### config.mk
export PLATFORM = sky130hd
export DESIGN_NAME = fetch_buffer
export DESIGN_NICKNAME = d
export VERILOG_FILES = /design/src/rtl/fetch_buffer.sv
export SDC_FILE = /design/constraint.sdc
export NUM_CORES = 1
export LEC_CHECK = 0
export ABC_CLOCK_PERIOD_IN_PS = 5100
export CAP_MARGIN = 20
export CELL_PAD_IN_SITES_DETAIL_PLACEMENT = 1
export CELL_PAD_IN_SITES_GLOBAL_PLACEMENT = 2
export CORE_MARGIN = 3
export CORE_UTILIZATION = 39
export DETAILED_ROUTE_END_ITERATION = 6
export GPL_ROUTABILITY_DRIVEN = 0
export MAX_ROUTING_LAYER = met4
export PLACE_DENSITY_LB_ADDON = 0.1
export SLEW_MARGIN = 10
export SYNTH_ARGS = -nofsm -noshare
export SYNTH_HDL_FRONTEND = slang
export SYNTH_SLANG_ARGS = --single-unit
### constraint.sdc
create_clock -name clk -period 5.1 [get_ports clk]
set_clock_uncertainty 0.15 [all_clocks]
set_input_delay 1.02 -clock clk [delete_from_list [all_inputs] [get_ports clk]]
set_output_delay 1.02 -clock clk [all_outputs]
set_load 0.05 [all_outputs]
### src/rtl/fetch_buffer.sv
// fetch_buffer: instruction-fetch front end.
//
// Owns the fetch PC, issues at most one outstanding request on the
// instruction bus, and queues returned instructions (with their PCs) in a
// DEPTH-entry FIFO that decode drains. A redirect flushes the FIFO and
// retargets fetch. If a request is still in flight, its response is
// discarded in the DRAIN state.
//
// Handshakes:
//   - Instruction bus: ireq_valid/ireq_addr are registered. Once raised,
//     they hold until the cycle iresp_data_ok=1. No request is issued in
//     that same cycle.
//   - Decode: the FIFO head is consumed when instr_valid & instr_ready.
//
// Ports:
//   clk, reset       clock, synchronous active-high reset
//   ireq_valid/addr  bus request (out)
//   iresp_data_ok    bus response strobe and iresp_data (in)
//   redirect_valid   redirect strobe and redirect_pc (in)
//   instr_valid      FIFO head valid, with instr_pc and instr_data (out)
//   instr_ready      decode accepts the head (in)
//   count            registered FIFO occupancy (out)
module fetch_buffer #(
  parameter int XLEN = 64,
  parameter int ILEN = 32,
  parameter int DEPTH = 4,
  parameter logic [XLEN-1:0] RESET_PC = XLEN'(64'h8000_0000)
) (
  input  logic                       clk,
  input  logic                       reset,
  output logic                       ireq_valid,
  output logic [XLEN-1:0]            ireq_addr,
  input  logic                       iresp_data_ok,
  input  logic [ILEN-1:0]            iresp_data,
  input  logic                       redirect_valid,
  input  logic [XLEN-1:0]            redirect_pc,
  output logic                       instr_valid,
  output logic [XLEN-1:0]            instr_pc,
  output logic [ILEN-1:0]            instr_data,
  input  logic                       instr_ready,
  output logic [$clog2(DEPTH+1)-1:0] count
);

  localparam int CW = $clog2(DEPTH+1);
  localparam int PW = $clog2(DEPTH);

  typedef enum logic [1:0] {
    S_IDLE,
    S_REQ,
    S_DRAIN
  } state_t;

  state_t          state_q, state_d;
  logic [XLEN-1:0] fetch_pc_q, fetch_pc_d;
  logic            req_valid_q;
  logic [XLEN-1:0] req_addr_q;
  logic [CW-1:0]   cnt_q, count_next;
  logic [PW-1:0]   rd_ptr_q, wr_ptr_q;
  logic            enq, deq;

  logic [XLEN-1:0] pc_mem   [DEPTH];
  logic [ILEN-1:0] data_mem [DEPTH];

  // A redirect wins over everything, so it suppresses both the dequeue and
  // the enqueue of a response arriving in the same cycle.
  assign deq = (cnt_q != '0) && instr_ready && !redirect_valid;
  assign enq = (state_q == S_REQ) && iresp_data_ok && !redirect_valid;
  // A request is issued only while a slot is free for its response, so
  // this sum never exceeds DEPTH.
  assign count_next = cnt_q + CW'(enq) - CW'(deq);

  always_comb begin
    state_d    = state_q;
    fetch_pc_d = fetch_pc_q;
    unique case (state_q)
      S_IDLE: begin
        if (redirect_valid) begin
          fetch_pc_d = redirect_pc;
          state_d    = S_REQ;
        end else if (count_next < CW'(DEPTH)) begin
          state_d = S_REQ;
        end
      end
      S_REQ: begin
        if (redirect_valid) begin
          fetch_pc_d = redirect_pc;
          // A response in the redirect cycle is simply dropped. Without
          // one, the old request is still on the bus and must be drained.
          state_d = iresp_data_ok ? S_IDLE : S_DRAIN;
        end else if (iresp_data_ok) begin
          fetch_pc_d = fetch_pc_q + XLEN'(4);
          state_d    = S_IDLE;
        end
      end
      S_DRAIN: begin
        if (redirect_valid) fetch_pc_d = redirect_pc;
        if (iresp_data_ok) state_d = S_IDLE;
      end
      default: state_d = S_IDLE;
    endcase
  end

  always_ff @(posedge clk) begin
    if (reset) begin
      state_q     <= S_IDLE;
      fetch_pc_q  <= RESET_PC;
      req_valid_q <= 1'b0;
      req_addr_q  <= RESET_PC;
      cnt_q       <= '0;
      rd_ptr_q    <= '0;
      wr_ptr_q    <= '0;
    end else begin
      state_q     <= state_d;
      fetch_pc_q  <= fetch_pc_d;
      req_valid_q <= (state_d != S_IDLE);
      // The address is captured only when leaving IDLE. It then holds
      // through REQ and DRAIN, even after fetch_pc moves to a redirect
      // target.
      if (state_q == S_IDLE) req_addr_q <= fetch_pc_d;
      if (redirect_valid) begin
        cnt_q    <= '0;
        rd_ptr_q <= '0;
        wr_ptr_q <= '0;
      end else begin
        cnt_q <= count_next;
        if (enq) wr_ptr_q <= wr_ptr_q + PW'(1);
        if (deq) rd_ptr_q <= rd_ptr_q + PW'(1);
      end
    end
  end

  always_ff @(posedge clk) begin
    if (enq) begin
      pc_mem[wr_ptr_q]   <= fetch_pc_q;
      data_mem[wr_ptr_q] <= iresp_data;
    end
  end

  assign ireq_valid  = req_valid_q;
  assign ireq_addr   = req_addr_q;
  assign instr_valid = (cnt_q != '0);
  assign instr_pc    = pc_mem[rd_ptr_q];
  assign instr_data  = data_mem[rd_ptr_q];
  assign count       = cnt_q;

endmodule

==> results of run 1 <==
-- cells by family after synthesis --
| logic type | after synthesis |
|---|---|
| flops | 524 |
| simple gates | 407 |
| compound gates | 253 |
| fa+ha+maj | 8 |
| mux | 145 |
| buf+inv | 116 |
| xor+xnor | 9 |
-- how the worst max path moves through the flow --
stage | startpoint | endpoint | slack [ps]
finish | register | instr_pc[51] | 800
floorplan | redirect_valid | data_mem[0][0]$_DFFE_PP_ | 380
global route | register | instr_pc[55] | 600
CTS | register | instr_pc[55] | 680
global placement | iresp_data_ok | ireq_valid$_SDFF_PP0_ | 1200
detailed placement | iresp_data_ok | ireq_valid$_SDFF_PP0_ | 1130
-- cell usage after synthesis, drive strengths merged, types with 11 or more instances --
library cell    n
a311oi         13
nor4           17
a211oi         54
dfxtp         140
nand4          18
and3           23
and4           11
nor2          134
buf            29
nor3           30
o221ai         16
mux2i          48
a21oi          54
inv            14
mux4           96
clkbuf         71
o22ai          11
nand3          47
edfxtp        384
nand2          95
o21ai          43
-- registers in the layout, indices dropped and copies added, names as in the netlist, named ones only --
name and count:
count 3, data_mem 128, fetch_pc_q 64, ireq_addr 64, ireq_valid 1, pc_mem 256
rd_ptr_q 2, state_q 2, wr_ptr_q 2
-- metal layers --
metal	track usage, %	part of all wire (%)
met1	31.94	46
met2	36.02	47
met3	4.187	5.2
met4	5.610	2.2
met5	-	0
-- area by class of cell --
cell class | instances | area [um2]
Multi-Input combinational cell | 822 | 6604
Sequential cell | 524 | 14340
Timing Repair Buffer | 299 | 2990
Antenna cell | 4 | 10.01
Inverter | 16 | 60.06
Clock inverter | 30 | 494.2
Fill cell | 5301 | 27140
Tap cell | 696 | 870.8
Clock buffer | 73 | 1515
-- worst reg2reg max path, stage by stage, from the launching register on --
cell and delay, ps:
dfxtp_1 890, nor2_1 130, nand2_1 170, ha_1 150
inv_1 40, ha_1 180, fa_1 380, xnor2_1 160
nor2_1 110, o22ai_1 90, and3_1 220, or2_2 300
-- where the power goes --
group          switching [mW]  internal [mW]  total (mW)  leakage [nW]
Combinational           0.664          0.356        1.02          3.17
Clock                    1.69           2.75        4.43         0.969
Sequential              0.148           4.70        4.85          4.68
Total                    2.50           7.81        10.3          8.82
==> impl_metrics.yaml, run 1 <==
status:
  status: "completed"
worst_setup_path:
  arrival_ps: 3130
  end_kind: "output pin"
  required_ps: 3930
  crit_path_max_incr_delay_ps: 720
  crit_slowest_cell: "dfxtp_4"
  path_delay_family: "buffers and inverters"
  crit_buf_inv: 2
  crit_fanout: 23
  reg2reg_to: "ireq_valid$_SDFF_PP0_"
  path_class: "register to output pin"
  startpoint_type: "register"
  path_cells: "buf_4 > mux4_2 > clkdlybuf4s50_1"
  r2r_slack_ps: 2000
  r2r_start: "state_q[1]$_SDFF_PP0_"
  r2r_cells: 11
  path_depth: 3
worst_hold_path:
  hold_class: "register to register"
  worstHoldEndpoint: "ireq_addr[23]$_SDFFE_PP0P_"
  min_from: "ireq_addr[23]$_SDFFE_PP0P_"
  min_path_cells: 2
timing:
  finalSetupTns_ps: 0
  whs_ps: 309.2
  grt_setup_unrepaired: "false"
  setup_viol: 0
  tightest_slew_ps: 1051
  hold_viol_final: 0
  drv_slew: 0
  clock.fmax_mhz: 232.6
  layout_min_cycle_time_ps: 4298
  period_share_pct: 84.28
  max-slew-margin-rel_pct: 29.75
  timing.final.ws_setup_ps: 801.6
clock_network:
  clkSinkCount: 524
  post_cts_resized: 0
  postCtsSetupRepairBufs: 0
  htree_num_levels: 2
  cts_tree: "built"
  ctsHoldBuffers: 0
  path_clk_slew_ps: 60
  cts-buffers-inserted: 56
  cts_buffer_depth: 3
  root_buffer: "clkbuf_16"
  clock_latency_ps: 600
placed_design:
  placedInstanceArea_um2: 24870
  dp_slack_ps: 1126
  port_buffers: 265
  dpl.hpwl_um: 41520
  dpl.cell_count: 2357
pwr:
  peakVddDrop_v: 0.0002588
  p_total_mw: 10.30
  p_leak_nw: 8.816
  powerDensity_nw_per_um2: 383.2
global_route:
  antenna_found_initial: 4
  grt_use_total_pct: 23.19
  overflow: 0
  grt_pass1_wl_um: 96950
  first_global_vias: 14780
  grt_max_degree: 97
logic_synthesis:
  synth_top_area_share_pct: 53.99
  synth-seq-cells: 524
  synth-simple-area-share_pct: 9.350
  synthMuxAreaShare_pct: 12.43
  synthArstFlopShare_pct: 0
  synth_fa_ha_area_share_pct: 0.5038
  synth.avg_cell_area_um2: 14.61
  ys_types: 74
  synth_top_family_by_area: "multiplexers"
  syn_nets: 1571
  yosysWarnings: 0
  synth_ff_type: "edfxtp_1"
  synth.area.top_cells: "edfxtp_1 (54%), dfxtp_1 (13%), mux4_2 (10%), nor2_1 (2.4%), mux2i_1 (2.2%)"
  synth_cells: 1462
  yosysSeqAreaShare_pct: 67.12
  synth_compound_area_share_pct: 8.102
  syn_area_um2: 21360
  synth_edf_count: 384
  synth_area_leader_cell: "edfxtp_1"
  synthXorXnorAreaFrac_pct: 0.3691
die:
  die_w_um: 240.0
  die_y_um: 240.0
  core_area_um2: 54030
  top_level_ports: 266
  rows: 85
  start_util_pct: 39.53
  die-area_um2: 57600
drt:
  wl_per_cell_um: 26.43
  drcViolationCount: 0
  firstDrtPassIters: 5
  avgViaCountPerCell: 5.698
  drt-total-wl_um: 65130
  vias: 14040
  dr.first_iter.drc_count: 933
  ant_nets: 0
layout:
  fin_area_um2: 26890
  post-route-util_pct: 49.76
  fin_nets: 1828
  final_layout_size_suffix_gt1_share_pct: 14.00
  final_cell_mix: "edfxtp_1 (384), clkdlybuf4s50_1 (263), dfxtp_1 (138), nor2_1 (132), mux4_2 (96)"
  final_common_cell: "edfxtp_1"
  syn2layout_area_growth_pct: 25.89
  finalNonFillerCells: 2464
run:
  cap_violations: 0
Power figures use the tool's default switching activity.
==> run 2, diff against run 1 <==
--- a/config.mk
+++ b/config.mk
@@ -5,7 +5,7 @@
 export SDC_FILE = /design/constraint.sdc
 export NUM_CORES = 1
 export LEC_CHECK = 0
-export ABC_CLOCK_PERIOD_IN_PS = 5100
+export ABC_CLOCK_PERIOD_IN_PS = 4400
 export CAP_MARGIN = 20
 export CELL_PAD_IN_SITES_DETAIL_PLACEMENT = 1
 export CELL_PAD_IN_SITES_GLOBAL_PLACEMENT = 2
==> constraint.sdc (replaced) <==
create_clock -name clk -period 4.4 [get_ports clk]
set_clock_uncertainty 0.15 [all_clocks]
set_input_delay 0.88 -clock clk [delete_from_list [all_inputs] [get_ports clk]]
set_output_delay 0.88 -clock clk [all_outputs]
set_load 0.05 [all_outputs]
==> run 2 against run 1 <==
Compared with the run above:
- critical path depth is the same
- worst setup slack lost 200 ps
- combinational power grew 17%
- worst hold slack gained 4.1 ps
- sequential power grew 16%
- non-clock buffer count grew 6
- core utilization shrank 0.11 points
- register-to-register slack lost 610 ps
- die area is the same
- sequential share of layout area grew 0.11 points
- routed wire length grew 0.44%
- count of clock-buffer cells in the layout grew 10
- critical path type unchanged
- largest power group unchanged
==> impl_metrics.yaml, run 2 (synthesis gave the netlist of run 1 again) <==
status:
  status: "completed"
die:
  top_level_ports: 266
  rows: 85
  die_w_um: 240.0
  die-area_um2: 57600
  die_y_um: 240.0
  start_util_pct: 39.53
  core_area_um2: 54030
layout:
  final_common_cell: "edfxtp_1"
  filler_cell_count: 5282
  final_cell_mix: "edfxtp_1 (384), clkdlybuf4s50_1 (263), dfxtp_1 (138), nor2_1 (133), mux4_2 (96)"
  seqCellArea_um2: 14340
  multi_input_area_um2: 6601
  largest_register_ffs: 256
  post-route-util_pct: 49.66
  largestRegisters: "pc_mem (256), data_mem (128)"
  largest_register: "pc_mem"
  fin_nets: 1835
  finalNonFillerCells: 2473
  final_layout_size_suffix_gt1_share_pct: 13.75
  syn2layout_area_growth_pct: 25.62
worst_setup_path:
  path_class: "register to output pin"
  path_delay_family: "buffers and inverters"
  crit_fanout: 50
  arrival_ps: 2770
  crit_slowest_cell: "clkdlybuf4s50_1"
  end_kind: "output pin"
  path_cells: "buf_12 > mux4_2 > clkdlybuf4s50_1"
  startpoint_type: "register"
  required_ps: 3370
  crit_path_max_incr_delay_ps: 770
  crit_buf_inv: 2
global_route:
  antenna_found_initial: 3
  grt_max_degree: 117
  grt_pass1_wl_um: 97240
  overflow: 0
  grt_use_total_pct: 23.29
  first_global_vias: 14860
clock_network:
  cts_buffer_depth: 3
  cts_tree: "built"
  ctsHoldBuffers: 0
  clock_latency_ps: 610
  post_cts_resized: 0
  htree_num_levels: 2
  cts-buffers-inserted: 57
  postCtsSetupRepairBufs: 0
  path_clk_slew_ps: 60
  root_buffer: "clkbuf_16"
  clkSinkCount: 524
timing:
  finalSetupTns_ps: 0
  layout_min_cycle_time_ps: 3801
  tightest_slew_ps: 837.2
  grt_setup_unrepaired: "false"
  max-slew-margin-rel_pct: 43.72
  drv_slew: 0
  clock.fmax_mhz: 263.1
  whs_ps: 313.3
  setup_viol: 0
  period_share_pct: 86.39
  hold_viol_final: 0
drt:
  ant_nets: 0
  wl_per_cell_um: 26.45
  dr.first_iter.drc_count: 831
  firstDrtPassIters: 5
  drt-total-wl_um: 65420
  vias: 14110
  avgViaCountPerCell: 5.707
  drcViolationCount: 0
pwr:
  powerDensity_nw_per_um2: 429.6
  peakVddDrop_v: 0.0003178
  p_leak_nw: 8.798
  p_total_mw: 11.52
worst_hold_path:
  hold_class: "register to register"
placed_design:
  port_buffers: 265
  dpl.cell_count: 2363
  dpl.hpwl_um: 42100
run:
  cap_violations: 0
run 2: final timing paths:
path | end | start | cells past startpoint | slack, ps
max reg2reg | fetch_pc_q[44]$_SDFF_PP0_ | fetch_pc_q[10]$_SDFF_PP0_ | 6 | 1390
min reg2reg | ireq_addr[4]$_SDFFE_PP0P_ | ireq_addr[4]$_SDFFE_PP0P_ | 2 | 310
max | instr_pc[63] | register | 3 | 600
min | ireq_addr[4]$_SDFFE_PP0P_ | ireq_addr[4]$_SDFFE_PP0P_ | 2 | 310
run 2: area by class of cell:
cell class | instances | share of cell area [%]
well taps | 696 | 3.246
clock buffers | 83 | 5.872
multi-input cells | 822 | 24.61
inverters | 16 | 0.2239
diodes | 3 | 0.02798
clock inverters | 24 | 0.9747
flip-flops and latches | 524 | 53.46
repair buffers | 305 | 11.59
run 2: metal layers:
metal | up-vias | GRT usage (%) | wire (um)
met1 | 7351 | 32.00 | 29700
met3 | 71 | 4.106 | 3526
met2 | 383 | 36.59 | 31170
li1 | 6308 | - | -
met5 | - | - | 0
met4 | 0 | 5.173 | 1015
run 2: report_power, final:
group | switching (mW) | total [mW] | internal, mW
Sequential | 0.174 | 5.63 | 5.45
Combinational | 0.770 | 1.19 | 0.419
Clock | 1.93 | 4.71 | 2.77
run 2: worst reg2reg max path, stage by stage (launching register included):
cell      delay, ps
dfxtp_1         550
nand3_2         240
nand2b_1        430
or4_4           690
nor3_1          580
a211o_1         220
nor2_1           40
run 2: stage by stage:
stage	cell area, um2	worst slack, ps
global placement	24980	756.0
floorplan	21360	732.0
CTS	26820	508.6
global route	26830	457.4
finish	26830	599.0
detailed placement	24980	750.1
==> run 3, diff against run 2 <==
--- a/config.mk
+++ b/config.mk
@@ -5,7 +5,6 @@
 export SDC_FILE = /design/constraint.sdc
 export NUM_CORES = 1
 export LEC_CHECK = 0
-export ABC_CLOCK_PERIOD_IN_PS = 4400
 export CAP_MARGIN = 20
 export CELL_PAD_IN_SITES_DETAIL_PLACEMENT = 1
 export CELL_PAD_IN_SITES_GLOBAL_PLACEMENT = 2
@@ -13,6 +12,7 @@
 export CORE_UTILIZATION = 39
 export DETAILED_ROUTE_END_ITERATION = 6
 export GPL_ROUTABILITY_DRIVEN = 0
+export HOLD_SLACK_MARGIN = 0.15
 export MAX_ROUTING_LAYER = met4
 export PLACE_DENSITY_LB_ADDON = 0.1
 export SLEW_MARGIN = 10
==> results of run 3 <==
Final layout, timing and power as in run 2 (identical DEF).
